==> config.mk <==
export PLATFORM = sky130hd
export DESIGN_NAME = digit_serial_adder_flat
export DESIGN_NICKNAME = d
export VERILOG_FILES = /design/src/rtl/adder_pkg.sv /design/src/rtl/digit_serial_adder_if.sv /design/src/rtl/digit_slice.sv /design/src/rtl/full_adder.sv /design/src/rtl/digit_serial_adder.sv /design/src/flat_wrapper.sv
export SDC_FILE = /design/constraint.sdc
export NUM_CORES = 1
export LEC_CHECK = 0
export BUFFER_PORTS_ARGS = -buffer_cell sky130_fd_sc_hd__buf_2
export CORE_ASPECT_RATIO = 2
export CORE_MARGIN = 8
export CORE_UTILIZATION = 47
export DETAILED_ROUTE_END_ITERATION = 10
export HOLD_SLACK_MARGIN = 0.02
export PLACE_DENSITY = 0.81
export SYNTH_ARGS = -nofsm -noshare
export SYNTH_HDL_FRONTEND = slang
export SYNTH_SLANG_ARGS = --single-unit
export TNS_END_PERCENT = 50
==> constraint.sdc <==
create_clock -name clk -period 1.5 [get_ports clk]
set_clock_uncertainty 0.1 [all_clocks]
set_input_delay 0.075 -clock clk [delete_from_list [all_inputs] [get_ports clk]]
set_output_delay 0.075 -clock clk [all_outputs]
set_load 0.02 [all_outputs]
==> src/rtl/adder_pkg.sv <==
// ============================================================================
// Module  : adder_pkg
// Brief   : Shared types and helpers for the digit-serial adder.
// Revision: 1.0  initial release
// ============================================================================
`default_nettype none
`timescale 1ns/1ps

package adder_pkg;

    typedef enum logic [1:0] {
        IDLE = 2'd0,
        CALC = 2'd1,
        DONE = 2'd2
    } dsa_state_t;

    // Guarded so a bad DIGIT reaches the elaboration check instead of a divide-by-zero.
    function automatic int num_digits(input int width, input int digit);
        return (digit > 0) ? (width / digit) : 1;
    endfunction

endpackage

`default_nettype wire

==> src/rtl/digit_serial_adder_if.sv <==
// ============================================================================
// Module  : digit_serial_adder_if
// Brief   : Request/response handshake bundle for the digit-serial adder.
// Revision: 1.0  initial release
// ============================================================================
`default_nettype none
`timescale 1ns/1ps

interface digit_serial_adder_if #(
    parameter int WIDTH = 8
);
    logic             in_valid;
    logic             in_ready;
    logic [WIDTH-1:0] a;
    logic [WIDTH-1:0] b;
    logic             cin;
    logic             out_valid;
    logic             out_ready;
    logic [WIDTH-1:0] sum;
    logic             cout;
    logic             busy;

    modport master (
        output in_valid, a, b, cin, out_ready,
        input  in_ready, out_valid, sum, cout, busy
    );

    modport slave (
        input  in_valid, a, b, cin, out_ready,
        output in_ready, out_valid, sum, cout, busy
    );
endinterface

`default_nettype wire

==> src/rtl/digit_slice.sv <==
// ============================================================================
// Module  : digit_slice
// Brief   : Combinational DIGIT-bit ripple adder built from full-adder cells.
// Revision: 1.0  initial release
// ============================================================================
`default_nettype none
`timescale 1ns/1ps

module digit_slice #(
    parameter int DIGIT = 2
) (
    input  wire logic [DIGIT-1:0] x,
    input  wire logic [DIGIT-1:0] y,
    input  wire logic             ci,
    output logic      [DIGIT-1:0] s,
    output logic                  co
);
    logic [DIGIT:0] w_c;

    assign w_c[0] = ci;

    generate
        for (genvar i = 0; i < DIGIT; i++) begin : g_bit
            full_adder u_fa (
                .i_a (x[i]),
                .i_b (y[i]),
                .i_c (w_c[i]),
                .o_s (s[i]),
                .o_c (w_c[i+1])
            );
        end
    endgenerate

    assign co = w_c[DIGIT];
endmodule

`default_nettype wire

==> src/rtl/full_adder.sv <==
// ============================================================================
// Module  : full_adder
// Brief   : Single-bit full-adder cell.
// Revision: 1.0  initial release
// ============================================================================
`default_nettype none
`timescale 1ns/1ps

module full_adder (
    input  wire logic i_a,
    input  wire logic i_b,
    input  wire logic i_c,
    output logic      o_s,
    output logic      o_c
);
    assign o_s = i_a ^ i_b ^ i_c;
    assign o_c = (i_a & i_b) | (i_c & (i_a ^ i_b));
endmodule

`default_nettype wire

==> src/rtl/digit_serial_adder.sv <==
// ============================================================================
// Module  : digit_serial_adder
// Brief   : Handshaked adder computing WIDTH-bit sums DIGIT bits per clock.
// Revision: 1.0  initial release
// ============================================================================
`default_nettype none
`timescale 1ns/1ps

module digit_serial_adder
    import adder_pkg::*;
#(
    parameter int WIDTH = 8,
    parameter int DIGIT = 2
) (
    input  wire logic           clk,
    input  wire logic           rst_n,
    digit_serial_adder_if.slave bus
);
    localparam int NDIG = num_digits(WIDTH, DIGIT);
    localparam int CW   = (NDIG > 1) ? $clog2(NDIG) : 1;

    generate
        if (WIDTH < 1 || DIGIT < 1 || (WIDTH % DIGIT) != 0) begin : g_bad_cfg
            $error("digit_serial_adder: DIGIT must be >= 1 and divide WIDTH");
        end
    endgenerate

    dsa_state_t       r_state;
    logic [CW-1:0]    r_cnt;
    logic             r_carry;
    logic [WIDTH-1:0] r_a;
    logic [WIDTH-1:0] r_b;
    logic [WIDTH-1:0] r_sum;
    logic             r_cout;

    logic [DIGIT-1:0] w_s;
    logic             w_co;
    logic [WIDTH-1:0] w_s_ext;
    logic [WIDTH-1:0] w_sum_next;
    logic             w_last;

    digit_slice #(.DIGIT(DIGIT)) u_slice (
        .x  (r_a[DIGIT-1:0]),
        .y  (r_b[DIGIT-1:0]),
        .ci (r_carry),
        .s  (w_s),
        .co (w_co)
    );

    // New digit enters at the top; after NDIG shifts the first digit lands at bit 0.
    assign w_s_ext    = WIDTH'(w_s);
    assign w_sum_next = (r_sum >> DIGIT) | (w_s_ext << (WIDTH - DIGIT));
    assign w_last     = (r_cnt == CW'(NDIG - 1));

    always_ff @(posedge clk or negedge rst_n) begin
        if (!rst_n) begin
            r_state <= IDLE;
            r_cnt   <= '0;
            r_carry <= 1'b0;
            r_a     <= '0;
            r_b     <= '0;
            r_sum   <= '0;
            r_cout  <= 1'b0;
        end else begin
            case (r_state)
                IDLE: begin
                    if (bus.in_valid) begin
                        r_a     <= bus.a;
                        r_b     <= bus.b;
                        r_carry <= bus.cin;
                        r_cnt   <= '0;
                        r_state <= CALC;
                    end
                end
                CALC: begin
                    r_a     <= r_a >> DIGIT;
                    r_b     <= r_b >> DIGIT;
                    r_sum   <= w_sum_next;
                    r_carry <= w_co;
                    r_cnt   <= r_cnt + 1'b1;
                    if (w_last) begin
                        r_cout  <= w_co;
                        r_state <= DONE;
                    end
                end
                DONE: begin
                    if (bus.out_ready) begin
                        r_state <= IDLE;
                    end
                end
                default: r_state <= IDLE;
            endcase
        end
    end

    assign bus.in_ready  = (r_state == IDLE);
    assign bus.out_valid = (r_state == DONE);
    assign bus.busy      = (r_state != IDLE);
    assign bus.sum       = r_sum;
    assign bus.cout      = r_cout;
endmodule

`default_nettype wire

==> src/flat_wrapper.sv <==
// flat-port wrapper written by rule: the top's interface ports become plain ports
module digit_serial_adder_flat import adder_pkg::*;
#(
    parameter int WIDTH = 8,
    parameter int DIGIT = 2
)
  (clk, rst_n, bus_in_valid, bus_a, bus_b, bus_cin, bus_out_ready, bus_in_ready, bus_out_valid, bus_sum, bus_cout, bus_busy);
  digit_serial_adder_if #(.WIDTH(WIDTH)) bus_i ();
  input  wire logic clk;
  input  wire logic rst_n;
  input wire logic [$bits(bus_i.in_valid)-1:0] bus_in_valid;
  input wire logic [$bits(bus_i.a)-1:0] bus_a;
  input wire logic [$bits(bus_i.b)-1:0] bus_b;
  input wire logic [$bits(bus_i.cin)-1:0] bus_cin;
  input wire logic [$bits(bus_i.out_ready)-1:0] bus_out_ready;
  output wire logic [$bits(bus_i.in_ready)-1:0] bus_in_ready;
  output wire logic [$bits(bus_i.out_valid)-1:0] bus_out_valid;
  output wire logic [$bits(bus_i.sum)-1:0] bus_sum;
  output wire logic [$bits(bus_i.cout)-1:0] bus_cout;
  output wire logic [$bits(bus_i.busy)-1:0] bus_busy;
  assign bus_i.in_valid = bus_in_valid;
  assign bus_i.a = bus_a;
  assign bus_i.b = bus_b;
  assign bus_i.cin = bus_cin;
  assign bus_i.out_ready = bus_out_ready;
  assign bus_in_ready = bus_i.in_ready;
  assign bus_out_valid = bus_i.out_valid;
  assign bus_sum = bus_i.sum;
  assign bus_cout = bus_i.cout;
  assign bus_busy = bus_i.busy;
  digit_serial_adder #(.WIDTH(WIDTH), .DIGIT(DIGIT)) u_core (.clk(clk), .rst_n(rst_n), .bus(bus_i));
endmodule
=== Word-level counts from Yosys, hierarchy flattened ===
Cells that the tools add are included.

* Eq/ne operators: 6
* Reductions and logical operators: 6
* Bitwise gates (word level): 11
* $add $sub $neg: 1
* Mux-type cells: 12

{| class="wikitable"
|+ Operator list
! cell !! number
|-
| 8-bit one-hot mux with 2 select lines || 2
|-
| 8-bit two-way mux || 2
|-
| 2-bit two-way mux || 4
|-
| 6-bit by 8-bit bitwise OR with 8-bit output || 1
|-
| 2-bit one-hot mux with 3 select lines || 1
|-
| 1-bit AND || 4
|-
| 2-bit equality test, second input constant || 2
|-
| 2-bit != test, second input constant || 2
|-
| 2-bit one-hot mux with 2 select lines || 1
|-
| 2-bit AND reduction || 2
|-
| 2-bit nonzero test || 2
|-
| 1-bit bitwise XOR || 4
|-
| 3-bit AND reduction || 1
|-
| 2-bit by 1-bit adder with 2-bit output, second input constant || 1
|-
| 2-bit by 1-bit equality test with 1-bit output, second input constant || 1
|-
| 2-bit zero test || 1
|-
| 2-bit by 1-bit != test with 1-bit output, second input constant || 1
|-
| 1-bit bitwise OR || 2
|-
| 1-bit one-hot mux with 2 select lines || 1
|-
| 1-bit two-way mux || 1
|}

* Flip-flop bits (word level): 30
* Output and inout bits: 12
* Logic and storage cells: 43
* Bits of input ports: 21

=== Logic depth before layout (Yosys ltp) ===
* Word-level depth: 6
* Gate-level depth with buffers: 6

=== Modules after synthesis ===
From an unflattened synthesis, not the netlist that was laid out.

* Cell total of the unflattened synthesis: 134
* Area total of the unflattened synthesis: 1375.1 um2

{| class="wikitable"
|+ Modules (own cells, without submodules)
! module !! cells an instance !! area each (um2) !! instances !! seq. area each (um2)
|-
| digit_serial_adder || 132 || 1335.0 || 1 || 750.7
|-
| full_adder || 1 || 20.0 || 2 || 0.0
|}

=== Least setup slack after synthesis ===
OpenSTA, ideal clock, no wires.

* Path kind: reg-to-reg
* Start: register u_core.r_b[0]
* End: register u_core.r_carry
* Buffers on the path: 0
* Path slack: -0.092 ns
* Arrival: 1.414 ns
* Stages on the path, launching flop included: 7
* Setup time: 0.077 ns
* Path through: dfrtp_1 > inv_1 > fa_1 > fa_1 > inv_1 > o22ai_1 > a21oi_1

* Cells in the longest elaborated chain, start to end: 6
* Elaborated cells between the ends (all ways): 7
* Classes of those cells: 1 x mux; 6 x bitwise

{| class="wikitable"
|+ RTL lines
! element !! RTL line !! RTL
|-
| start, declared || digit_serial_adder.sv:32 || <nowiki>logic [WIDTH-1:0] r_b;</nowiki>
|-
| start signal, assigned || digit_serial_adder.sv:69 || <nowiki>r_b <= bus.b;</nowiki>
|-
| start signal, assigned || digit_serial_adder.sv:77 || <nowiki>r_b <= r_b >> DIGIT;</nowiki>
|-
| 1-bit bitwise XOR || full_adder.sv:17 || <nowiki>assign o_c = (i_a & i_b) | (i_c & (i_a ^ i_b));</nowiki>
|-
| 1-bit AND || full_adder.sv:17 ||
|-
| 1-bit bitwise OR (*) || full_adder.sv:17 ||
|-
| 1-bit AND (*) || full_adder.sv:17 ||
|-
| 1-bit bitwise OR (*) || full_adder.sv:17 ||
|-
| 1-bit one-hot mux with 2 select lines (*) || digit_serial_adder.sv:65 || <nowiki>case (r_state)</nowiki>
|-
| end signal, assigned || digit_serial_adder.sv:70 || <nowiki>r_carry <= bus.cin;</nowiki>
|-
| end signal, assigned || digit_serial_adder.sv:79 || <nowiki>r_carry <= w_co;</nowiki>
|-
| end, declared || digit_serial_adder.sv:30 || <nowiki>logic r_carry;</nowiki>
|}

Mark *: on every way between the ends. The rest lies on a longest branch, timed or not.
A chain may end at the register's enable or synchronous reset.

=== Final worst setup path ===
* Start: register u_core.r_b[0]
* End: register u_core.r_sum[7], in the netlist u_core.bus.sum[7]

* Cells in the longest elaborated chain, start to end: 5
* Elaborated cells between the ends (all ways): 6
* Classes of those cells: 6 x bitwise

{| class="wikitable"
|+ RTL lines
! element !! RTL line !! RTL
|-
| 1-bit bitwise XOR || full_adder.sv:17 ||
|-
| 1-bit AND || full_adder.sv:17 ||
|-
| 1-bit bitwise OR (*) || full_adder.sv:17 ||
|-
| 1-bit bitwise XOR (*) || full_adder.sv:16 || <nowiki>assign o_s = i_a ^ i_b ^ i_c;</nowiki>
|-
| 6-bit by 8-bit bitwise OR with 8-bit output (*) || digit_serial_adder.sv:52 || <nowiki>assign w_sum_next = (r_sum >> DIGIT) | (w_s_ext << (WIDTH - DIGIT));</nowiki>
|-
| end signal, assigned || digit_serial_adder.sv:78 || <nowiki>r_sum <= w_sum_next;</nowiki>
|-
| end, declared || digit_serial_adder.sv:33 || <nowiki>logic [WIDTH-1:0] r_sum;</nowiki>
|}

Marked as above.

==> metrics.txt <==
clock tree from TritonCTS=yes; die width=approximately 54 µm; average via count per standard cell=5.782; met1 routing resource usage after global routing=between 10% and 20%; synth top area cells=dfrtp_1 (55%), o22ai_1 (8.2%), o21ai_0 (5.5%); number of buffers added on ports=32; final-report max-slew violation count=0; cell area after synthesis=roughly 0.0014 mm²; Worst slew margin=between 50% and 60%; number of setup buffers added after CTS=0; start point of the worst min-delay path=bus_a[2]; layout cells sized above 1=between 30% and 40%; FF/Latch Area=roughly 750 µm²; unrepaired setup endpoints after global routing=yes; RePlAce Congestion=approximately 0.8; wire length of the first global-routing pass=around 6000 µm; power density over the cells=2286 mW/mm²; Tightest Hold Check Type=in2reg; peak supply drop=about 1.3 mV; proportion of synthesized flip-flops having asynchronous set or reset=between 90% and 100%; Detailed Routing Iterations Pass 1=4; area used by multi-input combinational logic=between 500 and 600 µm²; Max Clk Rate=around 0.64 GHz; number of global-route vias before repair=around 1300; Critical Path Start Type=flip-flop; count of nets left with antenna violations after detail routing=0; maximum number of pins on one net before global-route repair=31; required time worst endpoint=1.57 ns; unique cell type count in the Yosys netlist=23; Critical Path Max Stage Delay=about 0.53 ns; number of cell rows=27; diode insertion count for antenna repair=0; total length of routed wires=3554 µm; R2R cell count=4; starting density of the core=approximately half; All-Layer GR Usage=~16%; worst setup path category=reg2reg; Area Growth Syn to Fin=33.12%; critical path data arrival time=between 1.5 and 2 ns; busiest metal layer after global routing=met2; nets in the synthesized netlist=approximately 150; antenna violations before repair=0; Skew-Pair Late Insertion Delay=roughly 0.28 ns; synthesized area per cell=about 11 µm²; result of the run=finished with violations; kind of cell adding the most delay to the critical path=adder cells; ranking of synthesized cells by instance count=dfrtp_1 (30), o22ai_1 (18), o21ai_0 (15), a21oi_1 (9), inv_1 (9); critical path endpoint category=flip-flop; final hold violations=0; detailed-route via count=~1200; final core utilization=65.72%; Setup WS pre-CTS=-0.09215 ns; count of state elements after synthesis=30; top-level I/O count=33; failing checks=setup timing; number of placed instances with taps included=about 190; overall die area=around 0.0050 mm²; fraction of the yosys area taken by sequential cells=a little over half; capturing point of the worst reg2reg path=u_core.bus.sum[7]; clock input transition at the sequential cells of the worst setup and hold paths=0.06 ns; most frequent cell after synthesis=dfrtp_1; cell with the largest stage delay on the worst path=fa_2; H-tree depth reported by CTS=2; Warnings, synthesis=0; final cell count without fillers=between 200 and 250; R2R setup slack=-0.07 ns; worst reg2reg startpoint=u_core.r_b[0]; setup TNS=-0.1336 ns; shortest clock period the worst path allows after layout=1.574 ns; Critical Path Fanout Max=2; number of flops mapped to enable cells by yosys=0; fraction of met3 tracks used by global routing=4.045%; dominant cell type by count on the critical path=fa_2; gate count after technology mapping=approximately 130; end of the worst hold path=u_core.r_a[2]; cell-by-cell listing of the critical path=inv_2, fa_2, fa_2, o21ai_2; leakage power=roughly 0.86 nW; grt total ovfl=0; number of buffers on the longest clock path=2; final routed wire length divided by cell count=about 17 µm; Post-synth top flop=dfrtp_1; Global Route met2 Usage=between 20 and 30%; clock tree root driver cell=clkbuf_8; worst-margin pin slew=approximately 0.66 ns; residual DRC count=0; max-capacitance violation count=0; total clock sinks=30; CTS Buf Count=5; number of DRC markers in iteration 0=36; die height=92.29 µm; core region area=0.002770 mm²; cell taking the most area after synthesis=dfrtp_1; Finish-stage setup viols=2; net count of the finished layout=just over 200; top-area cell type share of the netlist area=between 50% and 60%; instance count along the most critical hold path=3; minimum setup slack in the final design=-0.07418 ns; half-perimeter wire length after placement=about 2500 µm; post-route fraction of the period consumed by the critical path=104.9%; number of buffers and inverters on the critical path=1; layout filler cell count=approximately 210
==> worst max path at each step <==
stage	to	from	slack, ns	cells past startpoint
after global placement	u_core.bus.sum[7]	u_core.r_carry	-0.06	4
final	u_core.bus.sum[7]	u_core.r_b[0]	-0.07	4
after CTS	u_core.bus.sum[7]	u_core.r_b[0]	-0.08	4
after global routing	u_core.r_carry	u_core.r_b[0]	-0.12	6
after floorplan	u_core.bus.sum[7]	u_core.r_carry	-0.08	4
after detailed placement	u_core.bus.sum[7]	u_core.r_carry	-0.09	4
==> state kept, by name, indices dropped and copies added, names as in the netlist <==
register and cells:
u_core.r_state 2, u_core.r_b 8, u_core.r_a 8, u_core.r_cnt 2
u_core.bus.cout 1, u_core.bus.sum 8, u_core.r_carry 1
==> stage by stage <==
stage | total power [mW] | instance area [µm²] | hold slack (ns)
2_1_floorplan | 2.810 | 1373 | -0.3206
3_5_place_dp | 3.465 | 1595 | 0.04827
5_1_grt | 4.443 | 1821 | 0.04197
4_1_cts | 4.131 | 1810 | 0.02630
3_3_place_gp | 3.329 | 1595 | 0.02396
6_report | 4.162 | 1821 | 0.03059
==> layout make-up <==
| cell class | instances | area share (%) |
|---|---|---|
| clock buffer | 6 | 4.536 |
| inverter | 10 | 2.062 |
| multi-input combinational | 77 | 29.76 |
| timing repair buffer | 54 | 20.34 |
| tap | 29 | 1.993 |
| sequential | 30 | 41.31 |
==> worst reg2reg max path, cell delays in order, from the launching register on <==
cell     delay, ns
dfrtp_1       0.36
inv_2         0.05
fa_2          0.38
fa_2          0.53
o21ai_2       0.05
==> cells by family (layout without fill, tap and decap cells) <==
group                      after synthesis  count (layout)  synth area share, %
AOI/OAI and AO/OA                       48              48                21.32
adders and majority gates                3               3                3.843
muxes                                    6               6                5.764
and+or+nand+nor                         20              20                7.502
DFF                                     30              30                54.89
buffers and inverters                   18              70                6.678
==> repair_timing <==
item | 4_1_cts | 5_1_grt
gates resized for setup | 1 | 4
pin swaps | 3 | 0
hold buffers | 13 | 0
setup endpoints to repair | 5 | 6
hold endpoints to repair | 42 | 0
==> metal layers <==
layer	part of all wire [%]	wire, µm
met5	0	0
met4	3.5	123
met3	5.7	201
met2	54	1918
met1	37	1311
==> cells in the final DEF, fill, tap and decap left out, types with 2 or more instances in the layout <==
cell,n
dfrtp_1,29
a2bb2oi_1,2
fa_2,2
mux2_2,3
dlygate4sd3_1,13
inv_1,6
buf_4,8
nor2_1,3
nand2b_1,4
a21oi_1,9
o221a_2,3
nand2_1,7
buf_2,32
clkbuf_8,6
inv_2,3
o21ai_0,14
o22ai_1,18
nand3b_1,4
mux2_4,3
==> power by group <==
| part | switching, mW | internal [mW] | total, mW |
|---|---|---|---|
| clock | 0.278 | 0.353 | 0.631 |
| sequential | 0.286 | 1.21 | 1.50 |
| combinational | 1.07 | 0.967 | 2.03 |
Power figures use the tool's default switching activity.
